[src/rtl/bs_pkg.sv]
// Shared types and constants for the navigation-message port scheduler.
package bs_pkg;

  localparam int BS_NUM_CH = 8;
  localparam int BS_MSG_AW = 6;

  typedef logic [2:0]  bs_ch_t;
  typedef logic [31:0] bs_word_t;

  // Tag travelling alongside a RAM read until its data comes back.
  typedef struct packed {
    logic   valid;
    bs_ch_t ch;
  } bs_rd_tag_t;

  // Build a read tag from its fields.
  function automatic bs_rd_tag_t bs_mk_tag(input logic valid, input bs_ch_t ch);
    bs_rd_tag_t t;
    t.valid = valid;
    t.ch    = ch;
    return t;
  endfunction

endpackage

[src/rtl/bs_rr_arbiter.sv]
// Combinational round-robin arbiter: searches ptr+1, ptr+2, ... modulo N
// and grants the first requester. N must be a power of two so the search
// index wraps by plain truncation.
module bs_rr_arbiter #(
  parameter int N = 8,
  parameter int W = $clog2(N)
) (
  input  logic [N-1:0] req_i,
  input  logic [W-1:0] ptr_i,
  output logic [N-1:0] gnt_o,
  output logic [W-1:0] gnt_idx_o,
  output logic         any_o
);

  logic [W-1:0] cand_s;
  logic         hit_s;

  // Walk the candidates in priority order; the first hit wins and masks the rest.
  always_comb begin
    gnt_o     = '0;
    gnt_idx_o = '0;
    any_o     = 1'b0;
    cand_s    = '0;
    hit_s     = 1'b0;
    for (int k = 1; k <= N; k++) begin
      cand_s         = ptr_i + W'(k);
      hit_s          = req_i[cand_s] & ~any_o;
      gnt_o[cand_s]  = gnt_o[cand_s] | hit_s;
      gnt_idx_o      = hit_s ? cand_s : gnt_idx_o;
      any_o          = any_o | hit_s;
    end
  end

endmodule

[src/rtl/bs_msg_port_sched.sv]
// Single-port scheduler for the per-channel message RAM. Register-path
// writes have absolute priority (they cannot be back-pressured); otherwise
// serializer word reads are granted round-robin. Read data comes back
// tagged with its channel RAM_LAT cycles after the command.
module bs_msg_port_sched
  import bs_pkg::*;
#(
  parameter int NUM_CH  = BS_NUM_CH,
  parameter int MSG_AW  = BS_MSG_AW,
  parameter int RAM_LAT = 1            // legal range 1..3
) (
  input  logic                     s_axi_aclk,
  input  logic                     s_axi_aresetn,
  input  logic                     msg_wr_en,
  input  logic [3:0]               msg_wr_strb,
  input  logic [2:0]               msg_channel,
  input  logic [7:0]               msg_offset,
  input  logic [31:0]              msg_data,
  input  logic [NUM_CH-1:0]        channel_enable,
  input  logic [NUM_CH-1:0]        rd_req,
  input  logic [NUM_CH*MSG_AW-1:0] rd_addr,
  output logic [NUM_CH-1:0]        rd_gnt,
  output logic                     rd_valid,
  output logic [2:0]               rd_channel,
  output logic [31:0]              rd_data,
  output logic                     ram_en,
  output logic [3:0]               ram_we,
  output logic [2+MSG_AW:0]        ram_addr,
  output logic [31:0]              ram_wdata,
  input  logic [31:0]              ram_rdata
);

  localparam int CH_W = $clog2(NUM_CH);
  localparam int AD_W = 3 + MSG_AW;

  logic              ram_en_q,    ram_en_d;
  logic [3:0]        ram_we_q,    ram_we_d;
  logic [AD_W-1:0]   ram_addr_q,  ram_addr_d;
  bs_word_t          ram_wdata_q, ram_wdata_d;
  logic [NUM_CH-1:0] rd_gnt_q,    rd_gnt_d;
  logic [CH_W-1:0]   ptr_q,       ptr_d;
  bs_ch_t            cmd_ch_q,    cmd_ch_d;
  bs_rd_tag_t        tag_q [RAM_LAT];

  logic [NUM_CH-1:0] elig_s;
  logic [NUM_CH-1:0] arb_gnt_s;
  logic [CH_W-1:0]   arb_idx_s;
  logic              arb_any_s;
  logic [MSG_AW-1:0] rd_off_s;
  logic              unused_s;

  // The upper offset bits are don't-care; fold them so they are visibly consumed.
  assign unused_s = ^msg_offset[7:MSG_AW];

  // A channel granted on the previous edge sits out one cycle so its
  // serializer can drop or advance rd_req before it is considered again.
  assign elig_s = rd_req & channel_enable & ~rd_gnt_q;

  bs_rr_arbiter #(
    .N (NUM_CH),
    .W (CH_W)
  ) u_arb (
    .req_i     (elig_s),
    .ptr_i     (ptr_q),
    .gnt_o     (arb_gnt_s),
    .gnt_idx_o (arb_idx_s),
    .any_o     (arb_any_s)
  );

  assign rd_off_s = rd_addr[arb_idx_s*MSG_AW +: MSG_AW];

  // Next-command selection: write beats read; idle cycles keep address/data stable.
  always_comb begin
    ram_en_d    = 1'b0;
    ram_we_d    = 4'b0000;
    ram_addr_d  = ram_addr_q;
    ram_wdata_d = ram_wdata_q;
    rd_gnt_d    = '0;
    ptr_d       = ptr_q;
    cmd_ch_d    = cmd_ch_q;
    if (msg_wr_en) begin
      // A zero strobe still occupies the port slot; nothing is written.
      ram_en_d    = 1'b1;
      ram_we_d    = msg_wr_strb;
      ram_addr_d  = {msg_channel, msg_offset[MSG_AW-1:0]};
      ram_wdata_d = msg_data;
    end else if (arb_any_s) begin
      ram_en_d    = 1'b1;
      ram_we_d    = 4'b0000;
      ram_addr_d  = {bs_ch_t'(arb_idx_s), rd_off_s};
      rd_gnt_d    = arb_gnt_s;
      ptr_d       = arb_idx_s;
      cmd_ch_d    = bs_ch_t'(arb_idx_s);
    end else begin
      ram_en_d    = 1'b0;
      rd_gnt_d    = '0;
    end
  end

  // Command register: RAM port drive, grant pulse and round-robin pointer.
  always_ff @(posedge s_axi_aclk or negedge s_axi_aresetn) begin
    if (!s_axi_aresetn) begin
      ram_en_q    <= 1'b0;
      ram_we_q    <= 4'b0000;
      ram_addr_q  <= '0;
      ram_wdata_q <= 32'h0000_0000;
      rd_gnt_q    <= '0;
      ptr_q       <= CH_W'(NUM_CH - 1);
      cmd_ch_q    <= 3'd0;
    end else begin
      ram_en_q    <= ram_en_d;
      ram_we_q    <= ram_we_d;
      ram_addr_q  <= ram_addr_d;
      ram_wdata_q <= ram_wdata_d;
      rd_gnt_q    <= rd_gnt_d;
      ptr_q       <= ptr_d;
      cmd_ch_q    <= cmd_ch_d;
    end
  end

  // Tag shift register: the tag of the read on the port this cycle enters
  // stage 0 and surfaces at the tail together with ram_rdata.
  always_ff @(posedge s_axi_aclk or negedge s_axi_aresetn) begin
    if (!s_axi_aresetn) begin
      for (int i = 0; i < RAM_LAT; i++) begin
        tag_q[i] <= '0;
      end
    end else begin
      tag_q[0] <= bs_mk_tag(|rd_gnt_q, cmd_ch_q);
      for (int i = 1; i < RAM_LAT; i++) begin
        tag_q[i] <= tag_q[i-1];
      end
    end
  end

  assign ram_en     = ram_en_q;
  assign ram_we     = ram_we_q;
  assign ram_addr   = ram_addr_q;
  assign ram_wdata  = ram_wdata_q;
  assign rd_gnt     = rd_gnt_q;
  assign rd_valid   = tag_q[RAM_LAT-1].valid;
  assign rd_channel = tag_q[RAM_LAT-1].ch;
  assign rd_data    = ram_rdata;

endmodule

[config.mk]
export PLATFORM = sky130hd
export DESIGN_NAME = bs_msg_port_sched
export DESIGN_NICKNAME = d
export VERILOG_FILES = /design/src/rtl/bs_pkg.sv /design/src/rtl/bs_rr_arbiter.sv /design/src/rtl/bs_msg_port_sched.sv
export SDC_FILE = /design/constraint.sdc
export NUM_CORES = 1
export LEC_CHECK = 0
export CAP_MARGIN = 20
export CORE_ASPECT_RATIO = 0.75
export CORE_MARGIN = 1
export CORE_UTILIZATION = 39
export CTS_CLUSTER_SIZE = 40
export DETAILED_ROUTE_END_ITERATION = 8
export PLACE_DENSITY = 0.78
export SLEW_MARGIN = 20
export SYNTH_ARGS = -nofsm -noshare
export SYNTH_HDL_FRONTEND = slang
export SYNTH_SLANG_ARGS = --single-unit
[constraint.sdc]
create_clock -name s_axi_aclk -period 4.1 [get_ports s_axi_aclk]
set_clock_uncertainty 0.05 [all_clocks]
set_input_delay 0.41 -clock s_axi_aclk [delete_from_list [all_inputs] [get_ports s_axi_aclk]]
set_output_delay 0.41 -clock s_axi_aclk [all_outputs]
set_load 0.01 [all_outputs]
==> run_results.csv, run 1 <==
group,metric,value,unit
floorplanning,core,13000,um^2
placement,portBuffers,169,
clock_network,cts_hold_buf,0,
timing,min_period,3.96,ns
grt,grt_max_degree,58,
timing,setup-tns-final,0,ns
clock_network,clk_path_buf_depth,2,
layout,seq_area,1610,um^2
layout,layout_common_cells,"clkdlybuf4s50_1, dfrtp_1, buf_4, nand2_1, mux2_2",
placement,place_congestion,0.948,
floorplanning,rows,36,
worst_setup_path,start_kind,"flip-flop",
placement,dp_hpwl,14100,um
worst_setup_path,cp-end-kind,"flip-flop",
timing,max_freq,0.252,GHz
routing,wl,18300,um
power_and_ir_drop,sw_frac_of_total,47.8,%
grt,grtUsageTotal,25.5,%
timing,rsz0062_at_grt,"false",
timing,setup-violations-final,0,
worst_setup_path,r2r_cells,13,
power_and_ir_drop,cellLeakagePower,0.00306,uW
clock_network,cts_buffers,9,
logic_synthesis,ys_ff_latch,64,
timing,finalHoldViolCount,0,
routing,drc,0,
logic_synthesis,synth.avg_cell_area,9.45,um^2
flow_run,cap_violations,0,
layout,multiInputGateArea,3220,um^2
logic_synthesis,ys_seq_area_share,30.7,%
worst_setup_path,cp_slowest_cell,"mux4_2",
layout,nets,867,
logic_synthesis,synthesis.area,5220,um^2
worst_hold_path,hold_class,"input pin to asynchronous set/reset pin",
worst_setup_path,critPathMaxStageDelay,0.58,ns
worst_setup_path,critPathRequiredTime,4.30,ns
clock_network,cts_tree,"built",
worst_setup_path,path_class,"flip-flop to flip-flop",
floorplanning,io_pins,236,
worst_setup_path,path_buf_inv,3,
power_and_ir_drop,ir_drop,0.000685,V
floorplanning,dieArea,13900,um^2
routing,detail-route-antenna-nets,0,
logic_synthesis,yosysWarnings,0,
clock_network,cts_sinks,64,
floorplanning,die_h,102,um
placement,placed_area,7080,um^2
outcome,outcome,"completed",
timing,worst_pin_slew,0.916,ns
worst_setup_path,critPathArrivalTime,4.16,ns
layout,layout_commonest_cell,"clkdlybuf4s50_1",
logic_synthesis,async_reset_ff_share,100,%
routing,drt_iter0_markers,698,
grt,antenna_found_initial,0,
power_and_ir_drop,powerDensity,1000,nW/um^2
worst_setup_path,crit_family,"compound AO/OA/AOI/OAI gates",
layout,fill_cells,1113,
logic_synthesis,synth_ff_type,"dfrtp_1",
layout,fin_cells,887,
power_and_ir_drop,p_clk_share,10.1,%
timing,finalMaxSlewViolations,0,
grt,grt_pass1_vias,5073,
worst_setup_path,cp.depth,13,
power_and_ir_drop,p_seq_share,12.5,%
routing,via_per_inst,5.96,
timing,hold_ws,0.165,ns
worst_setup_path,path_max_fanout,26,
clock_network,clkTransAtPathRegs,0.06,ns
grt,grt_pass1_wl,26800,um
logic_synthesis,synth_cells,553,
layout,final_area,7450,um^2
clock_network,h-tree-depth,3,
clock_network,insertion_delay,0.33,ns
power_and_ir_drop,internal-power,3880,uW
worst_setup_path,r2r_setup_slack,0.14,ns
power_and_ir_drop,p_switching,3560,uW
logic_synthesis,synth_nets,708,
timing,max-slew-margin-rel,38.9,%
routing,avgRoutedWirePerCell,20.7,um
logic_synthesis,synth_edf_count,0,
routing,first_pass_iters,6,
worst_setup_path,crit_path_start,"ptr_q[1]",
layout,drive_gt1_share,19.8,%
placement,dp.cells,869,
logic_synthesis,ys_types,76,
layout,antenna_cells,0,
power_and_ir_drop,combPwrFrac,77.4,%
layout,area_growth,42.6,%
floorplanning,start_util,40.1,%
clock_network,cts_root_buf,"clkbuf_16",
routing,num_vias,5290,
floorplanning,dieWidth,136,um
timing,fin_crit_sh,96.7,%
worst_setup_path,cp_cell_sequence,"inv_2 > ha_4 > mux4_2 > mux2_4 > a2111oi_4 > buf_4 > o211ai_1 > a32oi_2 > buf_12 > mux2i_1 > and2_1 > a221o_1 > o21ai_1",
grt,overflow,0,
worst_setup_path,reg2reg_from,"ptr_q[1]",
per-stage QoR:
stage | setup slack [ns] | util (%) | power (uW)
2_1_floorplan | 0.0154 | - | 4710
3_3_place_gp | 0.130 | 54.4 | 6330
3_5_place_dp | -0.00591 | 54.4 | 6410
4_1_cts | 0.0289 | 56.6 | 7200
5_1_grt | 0.00323 | 57.2 | 7900
6_report | 0.135 | 57.2 | 7450
power groups by stage:
| stage | Combinational, uW | Sequential (uW) | Clock (uW) |
|---|---|---|---|
| floorplan | 3740 | 964 | 0 |
| global placement | 5400 | 930 | 0 |
| detailed placement | 5460 | 943 | 0 |
| CTS | 5490 | 935 | 770 |
| global route | 6150 | 946 | 796 |
| finish | 5760 | 927 | 755 |
logic make-up (layout without fill, tap and decap cells):
group           after synthesis  count (layout)  synth area share, %
xor+xnor                      4               4                0.671
fa+ha+maj                     9               9                 2.16
simple gates                158             158                 16.0
mux                          91              91                 21.5
buf+inv                      83             246                 9.44
flops                        64              64                 30.7
compound gates              144             144                 19.5
final timing paths:
path | endpoint
setup / recovery | ram_addr[5]
hold / removal | ram_wdata[3]
setup reg to reg | ram_addr[5]
hold reg to reg | rd_channel[2]
max in group asynchronous | ram_en
min in group s_axi_aclk | rd_channel[2]
Yosys cell counts, types with 10 or more instances:
library cell | instances | area share [%]
a21oi_1 | 21 | 2.0
buf_4 | 39 | 5.6
clkbuf_1 | 25 | 1.8
dfrtp_1 | 61 | 29
mux2_2 | 41 | 8.8
mux2i_1 | 36 | 6.9
mux4_2 | 11 | 4.7
nand2_1 | 48 | 3.4
nand3_1 | 15 | 1.4
nor2_1 | 24 | 1.7
nor4_1 | 10 | 1.2
o21ai_0 | 26 | 2.5
registers in the layout, indices dropped and copies added (netlist names):
signal / cells
ram_en: 1
cmd_ch_q: 3
rd_valid: 1
ptr_q: 3
ram_we: 4
ram_wdata: 32
ram_addr: 9
rd_channel: 3
rd_gnt: 8
cell type report:
class / instances / share of cell area, %
clock buffer: 12 / 3.31
clock inverter: 3 / 0.571
inverter: 12 / 0.638
multi-input combinational: 406 / 43.2
sequential: 64 / 21.6
tap: 171 / 2.87
timing repair buffer: 219 / 27.8
worst register-to-register path, stage by stage, from the launching register on:
cell       delay, ns
dfstp_2         0.56
inv_2           0.10
ha_4            0.39
mux4_2          0.59
mux2_4          0.35
a2111oi_4       0.35
buf_4           0.21
o211ai_1        0.12
a32oi_2         0.23
buf_12          0.23
mux2i_1         0.14
and2_1          0.16
a221o_1         0.27
o21ai_1         0.15
what timing repair did:
| action | in CTS | in global routing |
|---|---|---|
| pin swaps | 0 | 2 |
| resized for setup | 1 | 11 |
| endpoints found under the setup margin | 3 | 22 |
| setup buffers | 0 | 3 |
layer usage:
layer  GRT usage [%]  share of wire (%)  up-vias
li1                -                  -     2383
met1            33.2                 41     2570
met2            41.0                 47      290
met3            7.84                 10       47
met4            6.66                2.0        0
met5               0                  0        -
(Power assumes the default switching activity.)
==> run 2, diff against run 1 <==
==> constraint.sdc (replaced) <==
create_clock -name s_axi_aclk -period 4.1 [get_ports s_axi_aclk]
set_clock_uncertainty 0.05 [all_clocks]
set_input_delay 1.025 -clock s_axi_aclk [delete_from_list [all_inputs] [get_ports s_axi_aclk]]
set_output_delay 1.025 -clock s_axi_aclk [all_outputs]
set_load 0.01 [all_outputs]
==> run_results.csv, run 2 (same netlist as run 1, synthesis figures left out) <==
group,metric,value,unit
outcome,outcome,"completed",
power_and_ir_drop,cellLeakagePower,0.00347,uW
clock_network,clk_path_buf_depth,2,
floorplanning,start_util,40.1,%
worst_setup_path,path_class,"input pin to flip-flop",
floorplanning,dieWidth,136,um
layout,final_util,62.1,%
timing,min_period,4.01,ns
power_and_ir_drop,combPwrFrac,80.6,%
layout,nets,937,
grt,grt_use_met3,5.51,%
worst_setup_path,start_kind,"input pin",
layout,antenna_cells,0,
routing,detail-route-antenna-nets,0,
grt,grt_pass1_wl,29000,um
power_and_ir_drop,powerDensity,1070,nW/um^2
power_and_ir_drop,sw_frac_of_total,45.6,%
placement,dp_hpwl,14900,um
worst_setup_path,path_max_fanout,6,
timing,setup-violations-final,0,
grt,grt_util_met1,38.0,%
floorplanning,rows,36,
clock_network,cts_root_buf,"clkbuf_16",
routing,drt_iter0_markers,523,
clock_network,clkTransAtPathRegs,0.06,ns
power_and_ir_drop,internal-power,4710,uW
timing,finalHoldViolCount,0,
worst_setup_path,reg2reg_from,"ptr_q[1]",
timing,fin_ws,0.0873,ns
flow_run,cap_violations,0,
routing,drc,0,
placement,portBuffers,169,
clock_network,h-tree-depth,3,
worst_hold_path,min_to,"rd_channel[2]",
timing,worst_pin_slew,0.588,ns
worst_setup_path,critPathArrivalTime,4.17,ns
timing,fin_crit_sh,97.9,%
clock_network,cts_sinks,64,
worst_setup_path,r2r_cells,15,
worst_hold_path,min_from,"cmd_ch_q[2]",
worst_hold_path,hold_class,"flip-flop to flip-flop",
worst_setup_path,r2r_setup_slack,0.16,ns
placement,place_congestion,0.940,
layout,layout_common_cells,"clkdlybuf4s50_1, buf_4, dfrtp_1, nand2_1, mux2_2",
grt,antenna_found_initial,0,
timing,finalMaxSlewViolations,0,
routing,avgRoutedWirePerCell,20.3,um
grt,grt_use_met2,43.6,%
floorplanning,io_pins,236,
worst_setup_path,reg2reg_to,"ram_addr[5]",
floorplanning,die_h,102,um
clock_network,insertion_delay,0.32,ns
clock_network,cts_tree,"built",
grt,busiest_layer,"met2",
timing,max-slew-margin-rel,60.8,%
floorplanning,dieArea,13900,um^2
clock_network,cts_hold_buf,0,
worst_setup_path,critPathRequiredTime,4.26,ns
timing,max_freq,0.249,GHz
layout,drive_gt1_share,29.1,%
power_and_ir_drop,ir_drop,0.000893,V
power_and_ir_drop,p_clk_share,8.8,%
power_and_ir_drop,p_switching,3950,uW
worst_hold_path,hold_depth,0,
grt,grt_max_degree,56,
layout,fill_cells,1039,
grt,grtUsageTotal,27.4,%
layout,layout_commonest_cell,"clkdlybuf4s50_1",
worst_setup_path,cp-end-kind,"flip-flop",
layout,area_growth,54.7,%
routing,via_per_inst,5.83,
routing,num_vias,5586,
clock_network,cts_buffers,9,
timing,rsz0062_at_grt,"false",
timing,setup-tns-final,0,ns
power_and_ir_drop,power,8670,uW
grt,overflow,0,
grt,grt_pass1_vias,5295,
routing,first_pass_iters,5,
layout,largest_register_ffs,32,
routing,wl,19500,um
floorplanning,core,13000,um^2
power_and_ir_drop,p_seq_share,10.6,%
placement,place_ws,-0.573,ns
run 2: cell count changes in the layout (fill, tap and decap cells not counted), sizes merged:
cell and change:
buf +70, clkinv +1, clkinvlp +2, clkbuf -3
clkdlybuf4s50 -16, inv +1, dlygate4sd2 +12, dlymetal6s2s +4
run 2: final cells by class:
class / count / area (um^2) / share of cell area (%)
clock buffer: 9 / 225 / 2.79
clock inverter: 7 / 71.3 / 0.883
inverter: 12 / 47.5 / 0.589
multi-input combinational: 406 / 3310 / 40.9
sequential: 64 / 1610 / 19.9
tap: 171 / 214 / 2.65
timing repair buffer: 289 / 2610 / 32.3
run 2: critical path, cell delays in order:
cell	delay [ns]
dlygate4sd2_1	0.24
nand3b_1	0.18
mux4_2	0.55
mux2_4	0.33
buf_4	0.15
nand3_1	0.15
buf_4	0.15
buf_4	0.12
a31oi_1	0.17
nor2_1	0.21
nor4_2	0.06
nor4_1	0.24
nand2_1	0.22
o311a_1	0.38
run 2: worst max-delay path by stage:
| stage | from | to | slack [ns] |
|---|---|---|---|
| detailed placement | channel_enable[7] | ram_addr[0] | -0.57 |
| global placement | channel_enable[6] | ram_addr[4] | -0.46 |
| finish | channel_enable[7] | rd_gnt[2] | 0.09 |
| global route | ptr_q[1] | ram_addr[5] | 0.01 |
| floorplan | ptr_q[0] | ram_addr[3] | 0.02 |
| CTS | channel_enable[4] | ram_addr[4] | 0.02 |
run 2: per-stage QoR:
step                      cells  area [um^2]  hold slack, ns
after global routing        958         8080           0.337
after floorplan             553         5280           0.304
final                       958         8080           0.328
after global placement      924         7490           0.311
after detailed placement    924         7490           0.322
after CTS                   953         7960           0.327
run 2: power by group through the flow:
stage,combinational [uW],clock (uW),sequential (uW)
after global placement,5900,0,923
final,6990,760,921
after CTS,6590,775,922
after global routing,7420,805,937
after detailed placement,6050,0,932
after floorplan,3740,0,964
run 2: repair_timing:
action,4_1_cts,5_1_grt
buffers inserted,13,5
gates resized for setup,32,20
setup endpoints to repair,19,21
pin swaps,17,8
run 2: metal layers:
layer  routed length (um)  part of all wire (%)
met5                    0                     0
met4                  299                   1.5
met3                 1600                   8.2
met2                 9210                    47
met1                 8360                    43
==> run 3, diff against run 2 <==
Settings changed: CORE_UTILIZATION 39 to 45, CTS_CLUSTER_SIZE 40 to unset, DONT_BUFFER_PORTS set to 1, PLACE_DENSITY 0.78 to 0.61.
==> run_results.csv, run 3 (same netlist as run 1, synthesis figures left out) <==
group,metric,value,unit
outcome,outcome,"completed",
worst_setup_path,crit_family,"compound AO/OA/AOI/OAI gates",
worst_hold_path,hold_class,"flip-flop to flip-flop",
power_and_ir_drop,sw_frac_of_total,47.4,%
layout,layout_common_cells,"dfrtp_1, buf_4, nand2_1, mux2_2, mux2i_1",
floorplanning,start_util,47.0,%
grt,grt_pass1_vias,4422,
worst_setup_path,r2r_cells,14,
placement,dp_hpwl,12600,um
floorplanning,dieWidth,126,um
floorplanning,die_h,95.3,um
placement,place_ws,-0.113,ns
worst_setup_path,cp-end-kind,"flip-flop",
timing,rsz0062_at_grt,"false",
timing,fin_crit_sh,96.7,%
routing,detail-route-antenna-nets,0,
worst_setup_path,cp_slowest_cell,"dfstp_2",
timing,setup-violations-final,0,
worst_setup_path,path_buf_inv,4,
clock_network,clkTransAtPathRegs,0.06,ns
clock_network,cts_buffers,9,
routing,avgRoutedWirePerCell,23.9,um
power_and_ir_drop,cellLeakagePower,0.00252,uW
worst_setup_path,critPathArrivalTime,4.13,ns
timing,worst_pin_slew,0.731,ns
routing,via_per_inst,6.57,
floorplanning,io_pins,236,
grt,grt_max_degree,65,
clock_network,cts_root_buf,"clkbuf_16",
worst_setup_path,cp_cell_sequence,"inv_2 > ha_4 > clkbuf_4 > nand4b_1 > o21ai_1 > mux4_2 > buf_4 > or3_1 > o211a_1 > a32oi_4 > buf_12 > mux2_2 > o21ai_0 > o21ai_1",
routing,drc,0,
power_and_ir_drop,p_seq_share,13.1,%
timing,finalMaxSlewViolations,0,
timing,finalHoldViolCount,0,
timing,fin_ws,0.136,ns
layout,drive_gt1_share,27.9,%
timing,min_period,3.96,ns
power_and_ir_drop,combPwrFrac,75.0,%
power_and_ir_drop,powerDensity,1290,nW/um^2
layout,largest_register_ffs,32,
routing,drt_iter0_markers,414,
floorplanning,rows,33,
clock_network,h-tree-depth,3,
floorplanning,core,11100,um^2
routing,first_pass_iters,5,
worst_setup_path,path_class,"flip-flop to flip-flop",
placement,portBuffers,0,
worst_hold_path,hold_depth,0,
worst_setup_path,path_max_fanout,7,
flow_run,cap_violations,0,
layout,area_growth,13.2,%
worst_hold_path,min_to,"rd_channel[0]",
grt,grt_pass1_wl,24900,um
power_and_ir_drop,internal-power,4000,uW
clock_network,clk_path_buf_depth,2,
timing,max-slew-margin-rel,51.2,%
grt,overflow,0,
routing,num_vias,4620,
clock_network,cts_sinks,64,
grt,antenna_found_initial,0,
clock_network,insertion_delay,0.33,ns
routing,wl,16800,um
worst_setup_path,reg2reg_from,"ptr_q[1]",
floorplanning,dieArea,12000,um^2
worst_setup_path,start_kind,"flip-flop",
worst_setup_path,cp_common_cell,"o21ai_1",
grt,grtUsageTotal,27.2,%
timing,max_freq,0.252,GHz
worst_setup_path,critPathMaxStageDelay,0.55,ns
layout,nets,713,
clock_network,cts_tree,"built",
power_and_ir_drop,power,7610,uW
worst_setup_path,reg2reg_to,"ram_addr[1]",
timing,hold_ws,0.315,ns
layout,fill_cells,1015,
power_and_ir_drop,ir_drop,0.000577,V
layout,antenna_cells,0,
worst_hold_path,min_from,"cmd_ch_q[0]",
worst_setup_path,critPathRequiredTime,4.27,ns
power_and_ir_drop,p_clk_share,11.8,%
worst_setup_path,r2r_setup_slack,0.14,ns
power_and_ir_drop,p_switching,3610,uW
layout,final_util,53.3,%
placement,place_congestion,0.898,
-- run 3: routing by layer --
layer	global-route usage, %	vias up	part of all wire (%)
met2	40.9	230	45
met5	0	-	0
li1	-	2085	-
met1	38.1	2264	45
met3	6.62	41	8.5
met4	9.34	0	1.8
-- run 3: area by class of cell --
| class | instances | area (um^2) | share of cell area (%) |
|---|---|---|---|
| multi-input combinational | 406 | 3200 | 54.1 |
| sequential | 64 | 1610 | 27.1 |
| timing repair buffer | 65 | 536 | 9.05 |
| clock buffer | 9 | 225 | 3.81 |
| tap | 140 | 175 | 2.96 |
| clock inverter | 7 | 125 | 2.12 |
| inverter | 12 | 47.5 | 0.804 |
-- run 3: how the worst max path moves through the flow --
stage	startpoint	to	cells past startpoint
6_report	ptr_q[1]	ram_addr[1]	14
2_1_floorplan	ptr_q[0]	ram_addr[3]	16
4_1_cts	ptr_q[1]	ram_addr[2]	11
5_1_grt	ptr_q[1]	ram_addr[0]	16
3_3_place_gp	rd_req[2]	rd_gnt[1]	12
3_5_place_dp	channel_enable[2]	ram_addr[2]	12
-- run 3: power groups by stage --
| stage | clock network [uW] | registers (uW) | logic (uW) |
|---|---|---|---|
| after global placement | 0 | 1010 | 5010 |
| after CTS | 918 | 1000 | 5130 |
| after global routing | 943 | 1020 | 6140 |
| final | 900 | 1000 | 5710 |
| after detailed placement | 0 | 1010 | 5080 |
| after floorplan | 0 | 964 | 3740 |
-- run 3: stage by stage --
| stage | area, um^2 | TNS, ns | std cells |
|---|---|---|---|
| 6_report | 5920 | 0 | 703 |
| 5_1_grt | 5920 | 0 | 703 |
| 4_1_cts | 5740 | 0 | 688 |
| 3_5_place_dp | 5380 | -0.511 | 672 |
| 3_3_place_gp | 5380 | -0.0439 | 672 |
| 2_1_floorplan | 5280 | 0 | 553 |
-- run 3: repair_timing --
item                                    CTS  global route
pin swaps                                 0             3
hold buffers                              0             0
buffers inserted                          0            13
cloned                                    0             2
endpoints found under the setup margin    3            14
resized for setup                         2             6
